`src/rtl/pipe_ctrl_pkg.sv`:
```
// pipe_ctrl_pkg
// Shared definitions for the pipeline stall/hazard sequencer.
//   state_t  : FSM state encoding (RUN, MDU_BUSY, MEM_WAIT)
//   NOP_INST : instruction word injected into IF/ID on a flush
//   REG_ZERO : hardwired-zero register number, never a hazard source
package pipe_ctrl_pkg;

    typedef enum logic [1:0] {
        RUN      = 2'd0,
        MDU_BUSY = 2'd1,
        MEM_WAIT = 2'd2
    } state_t;

    localparam logic [31:0] NOP_INST = 32'h0;
    localparam logic [4:0]  REG_ZERO = 5'd0;

endpackage

```
`src/rtl/pipe_hazard_cmp.sv`:
```
// pipe_hazard_cmp
// Combinational load-use hazard detector.
// Ports:
//   id_rs, id_rt         : source registers of the instruction in ID
//   id_use_rs, id_use_rt : ID instruction really reads rs / rt
//   ex_wreg, ex_m2reg    : EX instruction writes a register from memory
//   ex_rd                : destination of the EX instruction
//   hazard               : 1 when ID needs the load result that is not ready yet
module pipe_hazard_cmp
    import pipe_ctrl_pkg::*;
(
    input  logic [4:0] id_rs,
    input  logic [4:0] id_rt,
    input  logic       id_use_rs,
    input  logic       id_use_rt,
    input  logic       ex_wreg,
    input  logic       ex_m2reg,
    input  logic [4:0] ex_rd,
    output logic       hazard
);

    logic rs_match;
    logic rt_match;

    assign rs_match = id_use_rs & (id_rs == ex_rd);
    assign rt_match = id_use_rt & (id_rt == ex_rd);

    // Writes to r0 are discarded, so a load targeting r0 never blocks ID.
    assign hazard = ex_m2reg & ex_wreg & (ex_rd != REG_ZERO) & (rs_match | rt_match);

endmodule

```
`src/rtl/pipe_stall_ctrl.sv`:
```
// pipe_stall_ctrl
// Central hazard and stall sequencer for the 5-stage pipeline. Drives every
// pipeline-register enable plus the ID/EX bubble and IF/ID flush selects.
// Event priority in RUN: memory wait > load-use > mul/div start > taken branch.
//
// Optional feature macro: STALL_CTRL_MDU_EN
//   defined   : MDU_BUSY state, 8-bit countdown and mdu_done are built
//   undefined : mdu_start is ignored, mdu_done is 0, FSM is RUN/MEM_WAIT only
//
// Parameters:
//   MDU_CYCLES : stall cycles per multiply/divide (1..255)
// Ports:
//   clk, clrn                : clock, asynchronous active-low reset
//   id_rs, id_rt             : ID source registers
//   id_use_rs, id_use_rt     : ID reads rs / rt
//   ex_wreg, ex_m2reg, ex_rd : EX writeback info (load when ex_m2reg)
//   branch_taken             : ID resolved a taken branch/jump
//   mdu_start                : ID instruction is a multiply/divide
//   mem_req, mem_ready       : MEM access pending / completed
//   wpc, wir, wid, wrest     : PC, IF/ID, ID/EX, EX/MEM+MEM/WB write enables
//   bubble                   : ID/EX loads a NOP
//   flush                    : IF/ID loads a NOP
//   mdu_done                 : pulse in the last MDU busy cycle
module pipe_stall_ctrl
    import pipe_ctrl_pkg::*;
#(
    parameter int MDU_CYCLES = 32
)
(
    input  logic       clk,
    input  logic       clrn,
    input  logic [4:0] id_rs,
    input  logic [4:0] id_rt,
    input  logic       id_use_rs,
    input  logic       id_use_rt,
    input  logic       ex_wreg,
    input  logic       ex_m2reg,
    input  logic [4:0] ex_rd,
    input  logic       branch_taken,
    input  logic       mdu_start,
    input  logic       mem_req,
    input  logic       mem_ready,
    output logic       wpc,
    output logic       wir,
    output logic       wid,
    output logic       wrest,
    output logic       bubble,
    output logic       flush,
    output logic       mdu_done
);

    state_t state;
    state_t state_nxt;
    logic   load_use;
    logic   mem_stall;

`ifdef STALL_CTRL_MDU_EN
    logic [7:0] count;
    logic [7:0] count_nxt;
`else
    logic unused_mdu;
    assign unused_mdu = mdu_start ^ (MDU_CYCLES == 0);
`endif

    pipe_hazard_cmp u_hazard_cmp (
        .id_rs     (id_rs),
        .id_rt     (id_rt),
        .id_use_rs (id_use_rs),
        .id_use_rt (id_use_rt),
        .ex_wreg   (ex_wreg),
        .ex_m2reg  (ex_m2reg),
        .ex_rd     (ex_rd),
        .hazard    (load_use)
    );

    assign mem_stall = mem_req & ~mem_ready;

    // State and countdown registers; reset drops straight back to RUN even
    // mid-operation so a new mul/div always gets a full countdown.
    always_ff @(posedge clk or negedge clrn) begin
        if (!clrn) begin
            state <= RUN;
`ifdef STALL_CTRL_MDU_EN
            count <= 8'd0;
`endif
        end else begin
            state <= state_nxt;
`ifdef STALL_CTRL_MDU_EN
            count <= count_nxt;
`endif
        end
    end

    // Next-state and output decode. An ID stall holds PC and IF/ID and lets
    // the ID/EX register take a bubble so the older instructions drain.
    // A memory wait freezes the whole pipe, so no bubble is needed there.
    always_comb begin
        state_nxt = state;
`ifdef STALL_CTRL_MDU_EN
        count_nxt = count;
`endif
        wpc      = 1'b1;
        wir      = 1'b1;
        wid      = 1'b1;
        wrest    = 1'b1;
        bubble   = 1'b0;
        flush    = 1'b0;
        mdu_done = 1'b0;

        if (!clrn) begin
            wpc       = 1'b0;
            wir       = 1'b0;
            wid       = 1'b0;
            wrest     = 1'b0;
            bubble    = 1'b1;
            state_nxt = RUN;
        end else begin
            case (state)
                RUN: begin
                    if (mem_stall) begin
                        wpc       = 1'b0;
                        wir       = 1'b0;
                        wid       = 1'b0;
                        wrest     = 1'b0;
                        state_nxt = MEM_WAIT;
                    end else if (load_use) begin
                        wpc    = 1'b0;
                        wir    = 1'b0;
                        bubble = 1'b1;
`ifdef STALL_CTRL_MDU_EN
                    end else if (mdu_start) begin
                        wpc       = 1'b0;
                        wir       = 1'b0;
                        bubble    = 1'b1;
                        state_nxt = MDU_BUSY;
                        count_nxt = 8'(MDU_CYCLES - 1);
`endif
                    end else if (branch_taken) begin
                        flush = 1'b1;
                    end
                end

                MEM_WAIT: begin
                    // Completion cycle already behaves like a normal RUN cycle.
                    if (!mem_ready) begin
                        wpc   = 1'b0;
                        wir   = 1'b0;
                        wid   = 1'b0;
                        wrest = 1'b0;
                    end else begin
                        state_nxt = RUN;
                    end
                end

`ifdef STALL_CTRL_MDU_EN
                MDU_BUSY: begin
                    if (mem_stall) begin
                        wpc   = 1'b0;
                        wir   = 1'b0;
                        wid   = 1'b0;
                        wrest = 1'b0;
                    end else begin
                        wpc    = 1'b0;
                        wir    = 1'b0;
                        bubble = 1'b1;
                        if (count == 8'd0) begin
                            mdu_done  = 1'b1;
                            state_nxt = RUN;
                        end else begin
                            count_nxt = count - 8'd1;
                        end
                    end
                end
`endif

                default: begin
                    state_nxt = RUN;
                end
            endcase
        end
    end

endmodule

```
`config.mk`:
```
export PLATFORM = sky130hd
export DESIGN_NAME = pipe_stall_ctrl
export DESIGN_NICKNAME = d
export VERILOG_FILES = /design/src/rtl/pipe_ctrl_pkg.sv /design/src/rtl/pipe_hazard_cmp.sv /design/src/rtl/pipe_stall_ctrl.sv
export SDC_FILE = /design/constraint.sdc
export NUM_CORES = 1
export LEC_CHECK = 0
export CAP_MARGIN = 20
export CORE_AREA = 2 2 39 41
export CTS_CLUSTER_SIZE = 24
export DETAILED_ROUTE_END_ITERATION = 7
export DIE_AREA = 0 0 41 43
export GPL_TIMING_DRIVEN = 0
export PLACE_DENSITY = 0.73
export SETUP_SLACK_MARGIN = 0.15
export SLEW_MARGIN = 30
export SYNTH_ARGS = -nofsm -noshare
export SYNTH_HDL_FRONTEND = slang
export SYNTH_SLANG_ARGS = --single-unit
```
`constraint.sdc`:
```
create_clock -name clk -period 2.8 [get_ports clk]
set_input_delay 0.28 -clock clk [delete_from_list [all_inputs] [get_ports clk]]
set_output_delay 0.28 -clock clk [all_outputs]
set_load 0.01 [all_outputs]
```
# --- After elaboration in Yosys (flattened, before gate mapping) ---
# Cells that the tools add are included.
word_totals:
  output_inout_bits: 7
  in_bits: 25
  elab_cells: 38
  regBits: 2
op_classes:
  mux: 21
  bitwise_logic: 8
  n_eq_ne: 5
  n_reduce_logical: 3
ops:
  columns: ["cell", "n"]
  rows:
  - ["1-bit 2-to-1 mux", 15]
  - ["5-bit == test", 2]
  - ["1-bit AND", 6]
  - ["2-bit 2-to-1 mux", 3]
  - ["3-bit inequality test (second input constant)", 2]
  - ["5-bit nonzero test", 1]
  - ["1-bit case mux with 2 select lines", 2]
  - ["2-bit case mux with 2 select lines", 1]
  - ["2-bit == test (second input constant)", 1]
  - ["2-bit zero test", 1]
  - ["2-bit AND reduction", 1]
  - ["1-bit NOT", 1]
  - ["1-bit bitwise OR", 1]

# --- Depth between registers and ports, before layout ---
depth:
  depth_word: 8
  depth_mapped: 5

# --- Hierarchy ---
# A second synthesis with hierarchy kept.
hier_totals:
  cells_unflattened: 31
  area_unflattened_um2: 251.5
modules_own_cells:
  columns: ["mod", "area_each_um2", "n_inst", "cells_per_inst", "seq_area_each_um2"]
  rows:
  - ["pipe_hazard_cmp", 135.1, 1, 17, 0.0]
  - ["pipe_stall_ctrl", 116.4, 1, 14, 25.0]

# --- Worst setup path after synthesis ---
# Ideal clock, no wire load.
synth_path:
  path_kind: "in2out"
  from: "input ex_rd[1]"
  to: "output wpc"
  arrival_ps: 1529
  path_stages: 5
  path_buffers: 1
  required_ps: 2520
  path_slack_ps: 991
  cell_sequence: "or4_1 -> nor2_2 -> a311oi_1 -> a21boi_0 -> buf_4"
synth_via:
  elab_chain_cells: 8
synth_rtl:
  columns: ["item", "line", "source"]
  rows:
  - ["from (decl)", "pipe_stall_ctrl.sv:38", "input logic [4:0] ex_rd,"]
  - ["5-bit == test (on tied branches)", "pipe_hazard_cmp.sv:25, pipe_hazard_cmp.sv:26", null]
  - ["1-bit AND (on tied branches)", "pipe_hazard_cmp.sv:25, pipe_hazard_cmp.sv:26", null]
  - ["1-bit bitwise OR", "pipe_hazard_cmp.sv:29", "assign hazard = ex_m2reg & ex_wreg & (ex_rd != REG_ZERO) & (rs_match | rt_match);"]
  - ["1-bit AND (*)", "pipe_hazard_cmp.sv:29", null]
  - ["1-bit 2-to-1 mux (*) (2 in series)", null, null]
  - ["1-bit case mux with 2 select lines (*)", null, null]
  - ["1-bit 2-to-1 mux (*)", null, null]
  - ["to (decl)", "pipe_stall_ctrl.sv:43", "output logic wpc,"]
# Mark *: on every way between the ends. The rest lies on a longest branch, timed or not.

# --- Worst setup path in the final report ---
layout_path:
  from: "input ex_rd[4]"
  to: "output wpc"
layout_via:
  elab_chain_cells: 8
layout_rtl:
  columns: ["item", "line", "source"]
  rows:
  - ["5-bit == test (on tied branches)", "pipe_hazard_cmp.sv:25, pipe_hazard_cmp.sv:26", null]
  - ["1-bit AND (on tied branches)", "pipe_hazard_cmp.sv:25, pipe_hazard_cmp.sv:26", null]
  - ["1-bit bitwise OR", "pipe_hazard_cmp.sv:29", null]
  - ["1-bit AND (*)", "pipe_hazard_cmp.sv:29", null]
  - ["1-bit 2-to-1 mux (*)", "pipe_stall_ctrl.sv:126", "end else if (load_use) begin"]
  - ["1-bit 2-to-1 mux (*)", "pipe_stall_ctrl.sv:120", "if (mem_stall) begin"]
  - ["1-bit case mux with 2 select lines (*)", "pipe_stall_ctrl.sv:118", "case (state)"]
  - ["1-bit 2-to-1 mux (*)", "pipe_stall_ctrl.sv:110", "if (!clrn) begin"]
# Marked as above.

==> results.md <==
* Die footprint at 1760 µm²
* Most frequent cells in the layout: clkdlybuf4s50_1, xnor2_1, nand2_1, buf_4, dlymetal6s2s_1
* Fillers at 157
* Crit. Startpoint: ex_rd[4]
* RSZ-0062 raised after global routing: no
* HP Class: input pin to async pin
* Final setup fails at 0
* Initial antenna violation count at 0
* Non-filler cells, final at 80
* Worst R2R Path Depth at 2
* Main combinational cell family by area after synthesis: XOR/XNOR gates
* Synthesized Nets at 60
* Area delta synth->final at 128%
* Drt pass-1 iters at 4
* Crit Reg-Reg Endpoint: state[1]
* Max reg flops at 1
* Vias in the first global route at 301
* Clock Skews at 0 ps
* Detailed placement HPWL at 693 µm
* Fin crit share at 90.5%
* Layout cell share with drive strength beyond 1 at 6.25%
* Die Ht at 43 µm
* Initial Utilization at 18.0%
* Outcome: completed
* GRT Total Usage at 8.01%
* DRC errors left at 0
* Post-Syn Area per Cell at 7.11 µm²
* Fmax achieved at 394 MHz
* Final wirelength at 757 µm
* R2R Setup Slk at 2040 ps
* Antenna diode count at 0
* Regs by FF count: state: 1 flops
* # hold bufs at CTS at 0
* Maximum vdd drop at 0.0000830 V
* Dpl cells at 80
* Nets@finish at 91
* Synth Cell Area at 249 µm²
* First-pass GRT wire length at 1.06 mm
* Final number of hold-violating endpoints at 0
* Most flops, register: state
* # rows at 14
* Sequential share of the synthesized area at 10.1%
* DRT iter0 DRCs at 3
* Antenna-violating nets left at 0
* Synth warn at 0
* CP required at 2520 ps
* Routability cong. at 0.749
* Setup crit end kind: output port
* Clock Latency Late Sink at 0 ps
* Horiz. Die Dim at 41 µm
* XOR/XNOR share of the synthesized area at 35.2%
* Flops & latches, synth at 1
* Most common cell after layout, fill and taps aside: clkdlybuf4s50_1
* Mapped Cells at 35
* Startpoint class of the critical path: input pin
* Avg WL per Cell at 9.46 µm
* Setup TNS at 0 ps
* Post-layout min period at 2540 ps
* CP Max Fanout at 3
* Total grt overflow at 0
* Via Count at 334
* Post-synthesis adder-cell area fraction at 0%
* PwrDens at 169 nW/µm²
* Mux share of post-synthesis cell area at 0%
* Simple-gate share of the synthesized area at 22.6%
* Crit Path Class: input pin to output port
* CP Data Arrival Time at 2260 ps
* Worst r2r src: state[1]
* Max Slew Vio Count at 0
* Core Footprint at 1380 µm²
* Post CTS Setup Buffer Count at 0
* IO buf count at 29
* Max-Cap Viols at 0
* Clock slew at reported path FFs at 0 ps
* Lkg Pwr at 0.235 nW
* Largest net degree at the start of global routing at 6
* Netlist cell types at 18
* Crit path capture: wpc
* Vias per cell at 4.18
* Synth Area in Compound Gates at 18.6%
* I/O pins at 32
==> cell families after synthesis <==
logic type | count (synthesis)
DFF | 1
and+or+nand+nor | 11
AOI/OAI and AO/OA | 7
xor gates and xnor gates | 10
other | 1
buffers and inverters | 5
==> routing by layer <==
metal  share of wire (%)  GRT usage, %  routed length, µm  vias up
met3                  11         0.524                 87        0
met4                   0             0                  0        0
met2                  52          15.3                394       12
li1                    -             -                  -      175
met1                  36          9.55                275      147
met5                   0             0                  0        -
==> power by group <==
group | total (W) | switching, W | internal [W] | leakage (nW)
Combinational | 0.0000797 | 0.0000258 | 0.0000539 | 0.222
Sequential | 0.0000158 | 0.000000452 | 0.0000154 | 0.0134
Clock | 0 | 0 | 0 | 0
Total | 0.0000955 | 0.0000262 | 0.0000693 | 0.235
==> critical path: stages <==
cell and delay [ps]:
clkdlybuf4s50_1 460, or4_1 440, nor2_2 150, a311oi_1 60, a21boi_1 200, buf_4 140, clkdlybuf4s50_1 520
==> final cells by class <==
| cell class | count | area (µm²) | area share, % |
|---|---|---|---|
| Multi-Input combinational cell | 29 | 194 | 34.2 |
| Sequential cell | 1 | 25.0 | 4.42 |
| Inverter | 2 | 7.51 | 1.32 |
| Tap cell | 16 | 20.0 | 3.53 |
| Buffer | 3 | 22.5 | 3.97 |
| Timing Repair Buffer | 29 | 298 | 52.5 |
==> cell usage after synthesis <==
library cell / instances / area, µm²
a21boi_0: 1 / 7.51
a21oi_1: 2 / 10.0
a311oi_1: 1 / 8.76
a31o_1: 1 / 8.76
and2_1: 1 / 6.26
buf_4: 3 / 22.5
conb_1: 1 / 3.75
dfrtp_1: 1 / 25.0
inv_1: 2 / 7.51
nand2_1: 3 / 11.3
nand3_1: 1 / 5.00
nand4_1: 2 / 12.5
nor2_1: 2 / 7.51
nor2_2: 1 / 6.26
o21ai_0: 1 / 5.00
o22ai_1: 1 / 6.26
or4_1: 1 / 7.51
xnor2_1: 10 / 87.6
==> per-stage QoR <==
stage | instance area [µm²] | hold WS [ps] | power (W) | setup slack [ps] | utilization [%]
6_report | 567 | 485 | 0.0000955 | 265 | 41.0
2_1_floorplan | 249 | -15.6 | 0.0000457 | 991 | -
5_1_grt | 567 | 499 | 0.000103 | 180 | 41.0
3_3_place_gp | 559 | 485 | 0.0000953 | 113 | 40.4
4_1_cts | 559 | 487 | 0.0000970 | 166 | 40.4
3_5_place_dp | 559 | 485 | 0.0000962 | 66.1 | 40.4
==> worst min-delay path by stage <==
stage                     startpoint  endpoint  slack [ps]  cells past startpoint
after detailed placement        clrn  state[1]         480                      1
after global placement          clrn  state[1]         490                      1
after CTS                       clrn  state[1]         490                      1
final                           clrn  state[1]         490                      1
after global routing            clrn  state[1]         500                      1
after floorplan                 clrn  state[1]         -20                      0
==> what timing repair did <==
| item | 4_1_cts | 5_1_grt |
|---|---|---|
| resized for setup | 1 | 3 |
| pin swaps | 1 | 2 |
| cloned | 0 | 0 |
| endpoints found under the setup margin | 1 | 1 |
Power figures use the tool's default switching activity.
